File: config.mk
export PLATFORM = sky130hd
export DESIGN_NAME = adt7301_reader
export DESIGN_NICKNAME = d
export VERILOG_FILES = /design/src/rtl/adt7301_reader.sv
export SDC_FILE = /design/constraint.sdc
export NUM_CORES = 1
export LEC_CHECK = 0
export BUFFER_PORTS_ARGS = -buffer_cell sky130_fd_sc_hd__buf_2
export CAP_MARGIN = 20
export CELL_PAD_IN_SITES_DETAIL_PLACEMENT = 0
export CELL_PAD_IN_SITES_GLOBAL_PLACEMENT = 1
export CORE_ASPECT_RATIO = 1.75
export CORE_MARGIN = 5
export CORE_UTILIZATION = 43
export CTS_BUF_LIST = sky130_fd_sc_hd__clkbuf_8
export CTS_CLUSTER_DIAMETER = 30
export DETAILED_ROUTE_END_ITERATION = 10
export GPL_TIMING_DRIVEN = 0
export HOLD_SLACK_MARGIN = 0.12
export PLACE_DENSITY = 0.87
export SYNTH_ARGS = -nofsm -noshare
export SYNTH_HDL_FRONTEND = slang
export SYNTH_SLANG_ARGS = --single-unit
File: constraint.sdc
create_clock -name sys_clk -period 2 [get_ports sys_clk]
set_clock_uncertainty 0.05 [all_clocks]
set_input_delay 0.4 -clock sys_clk [delete_from_list [all_inputs] [get_ports sys_clk]]
set_output_delay 0.4 -clock sys_clk [all_outputs]
set_load 0.01 [all_outputs]
File: src/rtl/adt7301_reader.sv
// SPI master that autonomously reads the ADT7301 temperature sensor and yields the bus to the MCU.
// Optional feature: define ADT_AUTOPOLL_EN to add a free-running conversion timer of POLL_PERIOD cycles.
module adt7301_reader #(
    parameter int CLK_DIV     = 6,
    parameter int POLL_PERIOD = 2400000
) (
    input  logic        sys_clk,
    input  logic        sys_rst,
    input  logic        start,
    input  logic        mcu_active,
    input  logic        adt_miso,
    output logic        adt_sclk,
    output logic        adt_cs_n,
    output logic        adt_mosi,
    output logic [15:0] temp_data,
    output logic        temp_valid,
    output logic        busy,
    output logic        aborted
);

    localparam logic [1:0] ST_IDLE  = 2'd0;
    localparam logic [1:0] ST_SETUP = 2'd1;
    localparam logic [1:0] ST_SHIFT = 2'd2;
    localparam logic [1:0] ST_HOLD  = 2'd3;

    localparam int DIV_W = (CLK_DIV > 1) ? $clog2(CLK_DIV) : 1;
    localparam logic [DIV_W-1:0] DIV_LAST = DIV_W'(CLK_DIV - 1);
    localparam logic [4:0] HALF_LAST = 5'd31;

    logic [1:0]       state_r;
    logic [DIV_W-1:0] div_cnt_r;
    logic [4:0]       half_cnt_r;
    logic [13:0]      shift_r;
    logic             div_done_s;
    logic             poll_hit_s;
    logic             trigger_s;

    // Normal-mode command: DIN is never driven high.
    assign adt_mosi = 1'b0;

`ifdef ADT_AUTOPOLL_EN
    localparam int POLL_W = $clog2(POLL_PERIOD + 1);
    localparam logic [POLL_W-1:0] POLL_LAST = POLL_W'(POLL_PERIOD - 1);

    logic [POLL_W-1:0] poll_cnt_r;

    // Poll timer restarts on every expiry, whether or not the trigger is taken.
    always_ff @(posedge sys_clk or negedge sys_rst) begin
        if (!sys_rst) begin
            poll_cnt_r <= {POLL_W{1'b0}};
        end else if (poll_cnt_r == POLL_LAST) begin
            poll_cnt_r <= {POLL_W{1'b0}};
        end else begin
            poll_cnt_r <= poll_cnt_r + POLL_W'(1);
        end
    end

    assign poll_hit_s = (poll_cnt_r == POLL_LAST);
`else
    assign poll_hit_s = (POLL_PERIOD < 0);
`endif

    // Read request sources; only consumed while idle.
    always_comb begin
        trigger_s  = 1'b0;
        div_done_s = 1'b0;
        trigger_s  = start | poll_hit_s;
        div_done_s = (div_cnt_r == DIV_LAST);
    end

    // Transfer FSM with SCLK generation, data capture and MCU arbitration.
    always_ff @(posedge sys_clk or negedge sys_rst) begin
        if (!sys_rst) begin
            state_r    <= ST_IDLE;
            div_cnt_r  <= {DIV_W{1'b0}};
            half_cnt_r <= 5'd0;
            shift_r    <= 14'd0;
            adt_sclk   <= 1'b1;
            adt_cs_n   <= 1'b1;
            temp_data  <= 16'h0000;
            temp_valid <= 1'b0;
            busy       <= 1'b0;
            aborted    <= 1'b0;
        end else begin
            temp_valid <= 1'b0;
            aborted    <= 1'b0;
            if (state_r == ST_IDLE) begin
                div_cnt_r <= {DIV_W{1'b0}};
                if (trigger_s && !mcu_active) begin
                    state_r  <= ST_SETUP;
                    adt_cs_n <= 1'b0;
                    adt_sclk <= 1'b1;
                    busy     <= 1'b1;
                end else begin
                    state_r  <= ST_IDLE;
                end
            end else if (mcu_active) begin
                // MCU owns the bus: release it at once and discard the partial frame.
                state_r  <= ST_IDLE;
                adt_cs_n <= 1'b1;
                adt_sclk <= 1'b1;
                busy     <= 1'b0;
                aborted  <= 1'b1;
            end else begin
                div_cnt_r <= div_done_s ? {DIV_W{1'b0}} : div_cnt_r + DIV_W'(1);
                case (state_r)
                    ST_SETUP: begin
                        if (div_done_s) begin
                            state_r    <= ST_SHIFT;
                            adt_sclk   <= 1'b0;
                            half_cnt_r <= 5'd0;
                        end
                    end
                    ST_SHIFT: begin
                        if (div_done_s) begin
                            if (half_cnt_r == HALF_LAST) begin
                                state_r <= ST_HOLD;
                            end else begin
                                half_cnt_r <= half_cnt_r + 5'd1;
                                adt_sclk   <= ~adt_sclk;
                                // Sample on the rising edge; the two leading zeros fall off the top.
                                if (!adt_sclk) begin
                                    shift_r <= {shift_r[12:0], adt_miso};
                                end
                            end
                        end
                    end
                    ST_HOLD: begin
                        if (div_done_s) begin
                            state_r    <= ST_IDLE;
                            adt_cs_n   <= 1'b1;
                            busy       <= 1'b0;
                            temp_valid <= 1'b1;
                            temp_data  <= {{2{shift_r[13]}}, shift_r};
                        end
                    end
                    default: begin
                        state_r  <= ST_IDLE;
                        adt_cs_n <= 1'b1;
                        adt_sclk <= 1'b1;
                        busy     <= 1'b0;
                    end
                endcase
            end
        end
    end

endmodule

Word level (Yosys, flattened, before mapping):

Cells that the tools add are included.

* add/sub/neg operators: 2
* equal/unequal tests: 17
* multiplexer cells: 36
* bitwise operators: 4
* reduce and logical (&&, ||, !) cells: 11

Operator list (number)
* $ne 4x4->1 const B: 5
* $mux 1: 19
* $mux 5: 3
* $mux 2: 6
* $reduce_and 6->1: 2
* $pmux 5 s2: 1
* $mux 3: 3
* $reduce_and 4->1: 2
* $ne 2x2->1 const B: 3
* $pmux 2 s3: 1
* $add 5x1->5 const B: 1
* $eq 5x5->1 const B: 1
* $reduce_and 5->1: 1
* $eq 2x2->1 const B: 2
* $ne 2x1->1 const B: 2
* $not 1->1: 4
* $pmux 1 s2: 2
* $add 3x1->3 const B: 1
* $eq 3x3->1 const B: 1
* $ne 3x1->1 const B: 1
* $ne 3x3->1 const B: 1
* $pmux 1 s3: 1
* $reduce_and 3->1: 1
* $eq 2x1->1 const B: 1
* 5 further kinds: 5

* flip-flop bits (word level): 43
* bits of input ports: 5
* output and inout port bits: 22
* logic and storage cells: 80

Depth between registers and ports, before layout:

* depth in word-level cells: 6
* gate-level depth with buffers: 7
* gate-level depth less buffers: 6

Worst setup path after synthesis:

OpenSTA, ideal clock, no wires.

* path type: reg2reg
* from: register half_cnt_r[0]
* to: register shift_r[0]
* setup time: 0.125 ns
* data arrival time: 1.700 ns
* data required time: 1.825 ns
* path slack: 0.125 ns
* cell stages (with the launch flop): 8
* path buffers: 1
* period minus slack after synthesis: 1.875 ns
* cells stage by stage: dfrtp_1 -> ha_1 -> and3_1 -> ha_1 -> nor2_1 -> nand4_4 -> buf_6 -> mux2_4

* word-level cells in the longest chain between the ends: 3

RTL lines
* from (decl): line 32 `logic [4:0] half_cnt_r;`
* from (signal assigned): line 119 `half_cnt_r <= half_cnt_r + 5'd1;`
* $eq 5x5->1: line 116 `if (half_cnt_r == HALF_LAST) begin`
* $not 1->1 (no line)
* $reduce_and 6->1 (no line)
* to (signal assigned): line 123 `shift_r <= {shift_r[12:0], adt_miso};`
* to (decl): line 33 `logic [13:0] shift_r;`

No other way between the ends.
A chain may end at the register's enable or synchronous reset.

Worst setup path in the final report:

* from: register half_cnt_r[1]
* to: register shift_r[10]

The elaborated chain is that of the path after synthesis.

==> run summary <==
Switching share of power: 27.63%
Max-Cap Viols: 0
Post-DP HPWL: 2863 um
Logic pwr share: 15.6%
Core Area: 4666 um2
Flop pwr share: 54.3%
Avg Cell Area, Syn: 12.86 um2
Hold-fix buffers, CTS: 0
First-pass GRT wire length: 6672 um
Worst vdd ir: 519.4 uV
Drt first pass iters: 5
Sw Pwr: 0.4793 mW
Yosys top cell area share: 49.55%
Initial Util: 44.38%
WP data required: 2120 ps
Syn Nets: 173
Slew margin rel.: 36.84%
Met3 Use GR: 2.664%
Crit path DAT: 2060 ps
Final Max Slew Viols: 0
Congestion Overflow GR: 0
Share of layout cells above drive strength 1: 40.50%
Leak Pwr: 1.213 nW
DR WL/cell: 15.90 um
Clk Latency, worst-skew pair: 280 ps
Met2 Use GR: 22.60%
Period utilization: 96.79%
Clock power share: 30.2%
Syn-to-layout area delta: 17.46%
# DRC: 0
CP max FO: 6
Synth area leader: dfrtp_1
Outcome: completed
PortBufs: 25
Grt met1 use: 15.38%
Final ANT Viol Nets: 0
DR vias: 1,415
Worst setup SP type: register
Global routing's busiest layer: met2
Drt via density: 5.615
Synth async-reset ratio: 100.0%
P_int: 1.255 mW
Root Driver: clkbuf_8
Worst-margin pin slew: 947.4 ps
PwrDens: 713.1 nW/um2
Clock sink count: 43
GR Util All Layers: 12.85%
Placer Congestion: 0.8989
Die ar.: 6358 um2
Final Hold Viols: 0
Fin Setup TNS: 0 ps
FILL cells: 414
1st-iter DRT viols: 50
Most instantiated cells after synthesis: dfrtp_1, mux2_2, mux2_4
Row count: 33
Final setup viols: 0
Post-placement setup slack: -61.36 ps
F_max: 0.5166 GHz
Most common cell in the netlist: dfrtp_1
# IOs: 27
Smallest hold slack: 205.4 ps
Dominant synthesized flop cell: dfrtp_1
Critical path class: register to register
Clock transition at path regs: 80 ps
H-tree depth: 2
Die height: 101.8 um
N_diodes: 0
Yosys cell types: 41
Mapped Cells: 161
Largest net degree at the start of global routing: 44
Initial antenna violation count: 0
CTS tree: built
Synth warn: 0
DRT Wirelength: 4006 um
Die Wd: 62.46 um
Final net count: 211
Clock Path Buffers: 2
#FFs+latches synth: 43
Register area share after synthesis: 52.08%
Post-synth EDFFs: 0
Final Critical Period: 1936 ps
Setup crit end kind: register
Setup WS post-layout: 64.23 ps
Worst min path class: input port to asynchronous set/reset pin
Vias in the first global route: 1,412
CTS buffer count: 5
Cell area after synthesis: 2071 um2
Synth top area cells: dfrtp_1, mux2_2, mux2_4
[final timing paths]
kind | slack (ps) | end | depth (start not counted) | startpoint
min in group sys_clk | 290 | shift_r[0] | 2 | adt_miso
worst min register to register | 410 | adt_cs_n | 2 | adt_cs_n
worst max-delay path | 60 | shift_r[10] | 7 | half_cnt_r[1]
worst min-delay path | 210 | shift_r[8] | 1 | sys_rst
max in group asynchronous | 1110 | half_cnt_r[2] | 1 | sys_rst
worst max register to register | 60 | shift_r[10] | 7 | half_cnt_r[1]
[layer usage]
| metal | vias to the layer above | share of wire, % |
|---|---|---|
| met5 | - | 0 |
| met4 | 0 | 1.9 |
| met3 | 8 | 4.1 |
| met2 | 40 | 53 |
| met1 | 714 | 41 |
| li1 | 653 | - |
[layout make-up]
type / count / area, um2 / area share [%]
plain buffers: 10 / 91.34 / 3.755
repair buffers: 31 / 187.7 / 7.716
clock buffers: 5 / 68.82 / 2.829
well taps: 52 / 65.06 / 2.675
flip-flops and latches: 43 / 1079 / 44.34
multi-input cells: 100 / 894.6 / 36.78
clock inverters: 3 / 16.27 / 0.6687
inverters: 8 / 30.03 / 1.235
[placed cells by master, fill, tap and decap left out, types with 2 or more instances in the layout]
cell / count
mux2i_1: 2
nor3_1: 2
buf_2: 25
and3_1: 2
nor2_2: 2
dfstp_2: 2
a21oi_1: 2
clkbuf_1: 2
buf_6: 3
dfrtp_1: 41
o311ai_0: 3
o221ai_1: 3
nand3_1: 5
clkbuf_8: 5
nand2_1: 4
inv_1: 9
o41ai_1: 5
nand2b_1: 3
mux2_2: 19
nor2b_1: 2
nand3b_1: 3
nor2_1: 8
ha_1: 6
and3b_1: 2
buf_4: 8
mux2_4: 10
[power groups by stage]
| stage | logic [mW] | clock network [mW] | registers [mW] |
|---|---|---|---|
| 5_1_grt | 0.303 | 0.578 | 0.949 |
| 4_1_cts | 0.270 | 0.546 | 0.942 |
| 3_3_place_gp | 0.266 | 0 | 0.958 |
| 3_5_place_dp | 0.269 | 0 | 0.959 |
| 2_1_floorplan | 0.163 | 0 | 0.969 |
| 6_report | 0.270 | 0.523 | 0.941 |
[worst max-delay path, stage by stage (launching register included)]
cell and delay (ps):
dfrtp_1 410, ha_1 210, and3_1 150, ha_2 190
nor2_2 120, nand4_4 180, clkbuf_16 220, mux2_4 300
[flip-flops by register name (all words and copies together), names as in the netlist, 2 cells and up]
register	cells
temp_data	14
state_r	2
shift_r	14
half_cnt_r	5
div_cnt_r	3
[logic make-up (layout without fill, tap and decap cells)]
group,after synthesis,after routing,synth area share [%]
AOI/OAI and AO/OA,22,22,8.883
adders and majority gates,7,7,4.229
buffers and inverters,18,57,4.954
DFF,43,43,52.08
muxes,31,31,18.55
other,1,1,0.1811
and+or+nand+nor,39,39,11.12
[stage by stage]
stage / area (um2) / util [%] / power [mW] / std cells
2_1_floorplan: 2071 / - / 1.133 / 161
3_3_place_gp: 2261 / 48.46 / 1.224 / 238
3_5_place_dp: 2261 / 48.46 / 1.228 / 238
4_1_cts: 2360 / 50.58 / 1.758 / 247
5_1_grt: 2432 / 52.13 / 1.830 / 252
6_report: 2432 / 52.13 / 1.734 / 252
[repair_timing]
item / CTS / global route
buffers inserted: 1 / 4
gates cloned: 0 / 1
pin swaps: 0 / 2
endpoints found under the setup margin: 14 / 16
gates resized for setup: 3 / 6
Power figures use the tool's default switching activity.
